`src/rtl/fc_obuf_reader.sv`:
```
// fc_obuf_reader
//   Drains the CIM output buffers of a fully-connected layer into the input
//   buffer of the next layer. For each output neuron it reads one signed
//   partial sum per vertical CIM tile and adds them. It then applies ReLU,
//   requantises the result with an arithmetic right shift, saturates it to
//   DATA_SIZE bits and writes it out, honouring the next layer's ready signal.
//
// Ports
//   clk            : clock; all logic is updated on its rising edge
//   rst            : synchronous, active-high reset
//   i_start        : CIM output buffers are valid; start a drain run
//   o_ready        : block is idle, so i_start will be accepted
//   o_cim_rd_addr  : read address to the CIM output buffers (the neuron index)
//   i_data         : one signed partial sum per tile; tile t is at
//                    [t*OBUF_DATA_SIZE +: OBUF_DATA_SIZE]
//   i_next_ready   : next-layer input buffer can accept a write
//   o_ibuf_we      : write strobe into the next-layer input buffer
//   o_ibuf_wr_data : requantised activation for that write
//   o_done         : one-cycle pulse when the run completes
module fc_obuf_reader #(
    parameter int OUTPUT_NEURONS = 10,
    parameter int V_CIM_TILES    = 2,
    parameter int XBAR_SIZE      = 512,
    parameter int OBUF_DATA_SIZE = 16,
    parameter int DATA_SIZE      = 8,
    parameter int SHIFT          = 4
) (
    input  logic                                  clk,
    input  logic                                  rst,
    input  logic                                  i_start,
    output logic                                  o_ready,
    output logic [$clog2(XBAR_SIZE)-1:0]          o_cim_rd_addr,
    input  logic [V_CIM_TILES*OBUF_DATA_SIZE-1:0] i_data,
    input  logic                                  i_next_ready,
    output logic                                  o_ibuf_we,
    output logic [DATA_SIZE-1:0]                  o_ibuf_wr_data,
    output logic                                  o_done
);

    localparam int ADDR_W = $clog2(XBAR_SIZE);
    // Enough headroom that adding V_CIM_TILES signed values cannot overflow.
    localparam int SUM_W  = OBUF_DATA_SIZE + $clog2(V_CIM_TILES) + 1;
    localparam logic signed [SUM_W-1:0] SAT_MAX = SUM_W'((1 << DATA_SIZE) - 1);

    typedef enum logic [2:0] {
        IDLE    = 3'd0,
        ADDR    = 3'd1,
        CAPTURE = 3'd2,
        WRITE   = 3'd3,
        DONE    = 3'd4
    } state_t;

    state_t            state;
    state_t            state_next;
    logic [ADDR_W-1:0] idx;
    logic              last_neuron;
    logic signed [SUM_W-1:0] sum_p0;

    function automatic logic signed [SUM_W-1:0] sign_ext(input logic [OBUF_DATA_SIZE-1:0] v);
        return {{(SUM_W-OBUF_DATA_SIZE){v[OBUF_DATA_SIZE-1]}}, v};
    endfunction

    // ReLU, then arithmetic shift, then clamp to the unsigned activation range.
    function automatic logic [DATA_SIZE-1:0] relu_shift_sat(input logic signed [SUM_W-1:0] s);
        logic signed [SUM_W-1:0] sh;
        sh = s >>> SHIFT;
        if (s < 0)
            return '0;
        else if (sh > SAT_MAX)
            return '1;
        else
            return sh[DATA_SIZE-1:0];
    endfunction

    assign last_neuron   = (idx == ADDR_W'(OUTPUT_NEURONS - 1));
    assign o_cim_rd_addr = idx;

    // Stage p0: tile partial sums arriving in CAPTURE, summed combinationally
    always_comb begin
        sum_p0 = '0;
        for (int t = 0; t < V_CIM_TILES; t++)
            sum_p0 = sum_p0 + sign_ext(i_data[t*OBUF_DATA_SIZE +: OBUF_DATA_SIZE]);
    end

    // State register
    always_ff @(posedge clk) begin
        if (rst)
            state <= IDLE;
        else
            state <= state_next;
    end

    // Next-state logic
    always_comb begin
        state_next = state;
        case (state)
            IDLE:    if (i_start) state_next = ADDR;
            ADDR:    state_next = CAPTURE;
            CAPTURE: state_next = WRITE;
            WRITE:   if (i_next_ready) state_next = last_neuron ? DONE : ADDR;
            DONE:    state_next = IDLE;
            default: state_next = IDLE;
        endcase
    end

    // Output logic
    always_comb begin
        o_ready   = (state == IDLE);
        o_ibuf_we = (state == WRITE) && i_next_ready;
        o_done    = (state == DONE);
    end

    // Neuron index; it is also the read address, so it only moves after an
    // accepted write and stays put while the next layer back-pressures.
    always_ff @(posedge clk) begin
        if (rst)
            idx <= '0;
        else if (state == IDLE && i_start)
            idx <= '0;
        else if (state == WRITE && i_next_ready && !last_neuron)
            idx <= idx + 1'b1;
    end

    // Stage p1: requantised activation, held until the write is accepted
    always_ff @(posedge clk) begin
        if (rst)
            o_ibuf_wr_data <= '0;
        else if (state == CAPTURE)
            o_ibuf_wr_data <= relu_shift_sat(sum_p0);
    end

endmodule

```
`config.mk`:
```
export PLATFORM = sky130hd
export DESIGN_NAME = fc_obuf_reader
export DESIGN_NICKNAME = d
export VERILOG_FILES = /design/src/rtl/fc_obuf_reader.sv
export SDC_FILE = /design/constraint.sdc
export NUM_CORES = 1
export LEC_CHECK = 0
export CAP_MARGIN = 20
export CORE_UTILIZATION = 44
export DETAILED_ROUTE_END_ITERATION = 6
export GPL_TIMING_DRIVEN = 0
export PLACE_DENSITY = 0.91
export SKIP_LAST_GASP = 1
export SLEW_MARGIN = 40
export SYNTH_ARGS = -nofsm -noshare
export SYNTH_HDL_FRONTEND = slang
export SYNTH_SLANG_ARGS = --single-unit
```
`constraint.sdc`:
```
create_clock -name clk -period 2.9 [get_ports clk]
set_input_delay 0.435 -clock clk [delete_from_list [all_inputs] [get_ports clk]]
set_output_delay 0.435 -clock clk [all_outputs]
set_load 0.03 [all_outputs]
```
==> impl_metrics.json <==
{
  "seq_area_frac_synth_pct": 27.85,
  "fin_crit_sh_pct": 93.85,
  "antenna_left": 0,
  "dp.final_hpwl_mm": 2.621,
  "synth_area_leaders": "dfxtp_1 (28%), ha_1 (15%), xor2_1 (6.7%), nor2_1 (6.5%), a311oi_1 (4.9%)",
  "synth_ff_type": "dfxtp_1",
  "syn_area_per_cell_sq_um": 8.457,
  "rsz0062_at_grt": "no",
  "p_per_area_nw_per_um2": 391.9,
  "maxUsedRoutingLayer": "met4",
  "end_kind": "flop",
  "nFillCells": 247,
  "initial_utilization_pct": 46.71,
  "startpoint_type": "input pin",
  "finClkSkew_ns": 0.001530,
  "viasPerCell": 5.399,
  "fin_cells": 273,
  "cts_hold_buf": 0,
  "max_clock_freq_mhz": 367.4,
  "clk_pin_slew_ns": 0.11,
  "yosys.area.top_type": "dfxtp_1",
  "maxCapViolations": 0,
  "insertion_delay_ns": 0.29,
  "total_power_uw": 821.3,
  "synth_top_area_share_pct": 27.85,
  "syn-cell-area_sq_um": 1438,
  "dr.pass1.iters": 4,
  "route.met2.wl_mm": 1.633,
  "wl_met3_um": 181,
  "cts_tree": "done",
  "synth_cells": 170,
  "wl_per_cell_um": 11.59,
  "worstPathMaxFanout": 8,
  "criticalPathCategory": "in2reg",
  "grt_pass1_wl_mm": 5.382,
  "synth_enable_flop_cells": 0,
  "route.detailed.drc": 0,
  "ys.warnings.count": 0,
  "hold_violations": 0,
  "switching_share_pct": 29.66,
  "fin_util_pct": 68.09,
  "synth-seq-cells": 20,
  "synth_common_cells": "nor2_1 (25), dfxtp_1 (20), ha_1 (17)",
  "setup_violations": 0,
  "clock_sinks": 20,
  "tightest_slew_ns": 0.6016,
  "clock_path_buffers": 2,
  "grt.overflow.total": 0,
  "grt_max_degree": 13,
  "area_growth_pct": 45.78,
  "seqPwrFrac_pct": 36.9,
  "slew_viol_final": 0,
  "reg2reg_depth": 5,
  "via_count": 1474,
  "diodes": 0,
  "grt_pass1_vias": 1372,
  "grt.total_usage_pct": 19.53,
  "power.internal_uw": 577.7,
  "clkPwrFrac_pct": 27.3,
  "cts-resized-gates": 0,
  "post-route-cell-area_sq_um": 2096,
  "dpl_cell_area_sq_um": 2043,
  "p_sw_uw": 243.6,
  "drive_above_1_share_pct": 4.367,
  "peakVddDrop_mv": 0.1708,
  "status": "finished clean",
  "cts_buffers": 3,
  "share_comb_of_total_power_pct": 35.8,
  "fin_crit_ns": 2.722,
  "worst_ep_required_time_ns": 3.05,
  "wl_met1_mm": 1.330,
  "fin_nets": 283,
  "dieArea_sq_um": 3500,
  "rows": 20,
  "ys_types": 38,
  "cp.arrival_ns": 2.87,
  "drt-initial-drc-count": 58,
  "antenna_found_initial": 0,
  "io_pins": 56,
  "fin_hold_ws_ns": 0.5022,
  "die_height_um": 59.16,
  "slew-limit-headroom_pct": 58.75,
  "holdPathStages": 2,
  "core_sq_um": 3078,
  "numPortBuffers": 55,
  "post_cts_buffers": 0,
  "p_leak_uw": 0.0007923,
  "h-tree-depth": 1,
  "clockRootBuffer": "clkbuf_4",
  "synthArstFlopShare_pct": 0,
  "synth_nets": 223,
  "wl_mm": 3.164,
  "hp-class": "reg2reg",
  "fp.dieW_um": 59.16,
  "place_congestion": 0.8147,
  "dp.cells": 269,
  "synth.most_common_cell": "nor2_1"
}
-- flip-flops by register name, indices dropped and copies added, names as in the netlist --
register,flops
o_cim_rd_addr,9
o_ibuf_wr_data,8
state,3
-- power by group through the flow --
stage                     registers, uW  logic [uW]  clock network, uW
after floorplan                     333         160                  0
after global placement              308         288                  0
after detailed placement            309         293                  0
after CTS                           303         295                229
after global routing                305         324                240
final                               303         294                224
-- layer usage --
layer | GRT usage, % | up-vias
met3 | 3.275 | 4
met4 | 6.463 | 0
met1 | 21.34 | 670
met5 | 0 | -
li1 | - | 749
met2 | 37.66 | 51
-- worst max-delay path: stages --
cell             delay [ns]
clkdlybuf4s50_1        0.40
ha_1                   0.23
or3_4                  0.38
o221ai_2               0.19
nand3_2                0.14
a311oi_2               0.33
mux2i_1                0.58
a311oi_1               0.19
-- per-stage QoR --
| stage | setup slack, ns | TNS [ns] |
|---|---|---|
| after floorplan | 0.5547 | 0 |
| after global placement | -0.1029 | -0.7467 |
| after detailed placement | -0.1313 | -0.9245 |
| after CTS | 0.2043 | 0 |
| after global routing | 0.05235 | 0 |
| final | 0.1785 | 0 |
-- path summary, 6_finish.rpt --
path / slack, ns / endpoint / from
worst min-delay path: 0.50 / o_ibuf_wr_data[7]$_SDFFE_PP0N_ / o_ibuf_wr_data[7]$_SDFFE_PP0N_
worst min register to register: 0.50 / o_ibuf_wr_data[7]$_SDFFE_PP0N_ / o_ibuf_wr_data[7]$_SDFFE_PP0N_
worst max-delay path: 0.18 / o_ibuf_wr_data[6]$_SDFFE_PP0N_ / i_data[2]
worst max register to register: 0.92 / o_ibuf_wr_data[6]$_SDFFE_PP0N_ / state[1]$_SDFFE_PP0P_
-- layout make-up --
type / count / area [sq um] / area share (%)
Timing Repair Buffer: 55 / 550.5 / 26.27
Sequential cell: 20 / 400.4 / 19.10
Tap cell: 44 / 55.05 / 2.627
Buffer: 2 / 7.507 / 0.3582
Inverter: 4 / 15.01 / 0.7164
Clock inverter: 1 / 30.03 / 1.433
Multi-Input combinational cell: 144 / 1015 / 48.42
Clock buffer: 3 / 22.52 / 1.075
-- cells by family (layout without fill, tap and decap cells) --
kind of cell | after synthesis | after routing | share of synthesized area [%]
AND/OR/NAND/NOR | 67 | 67 | 23.67
AO/OA/AOI/OAI | 42 | 42 | 20.97
flip-flops | 20 | 20 | 27.85
adder cells (fa/ha/maj) | 17 | 17 | 14.80
XOR/XNOR | 16 | 16 | 9.747
buffers and inverters | 6 | 65 | 1.566
multiplexers | 2 | 2 | 1.393
-- cell usage in the layout, fill, tap and decap left out, types with 3 or more instances in the layout --
cell	instances
clkdlybuf4s50_1	55
nor2_1	25
dfxtp_1	20
ha_1	17
a21oi_1	13
xor2_1	11
nand2_1	11
a311oi_1	8
nand4_1	6
nor3_1	5
o21ai_0	5
xnor2_1	5
inv_1	4
o21a_1	4
nand3_1	3
a21o_1	3
and3_1	3
clkbuf_4	3
(Power assumes the default switching activity.)
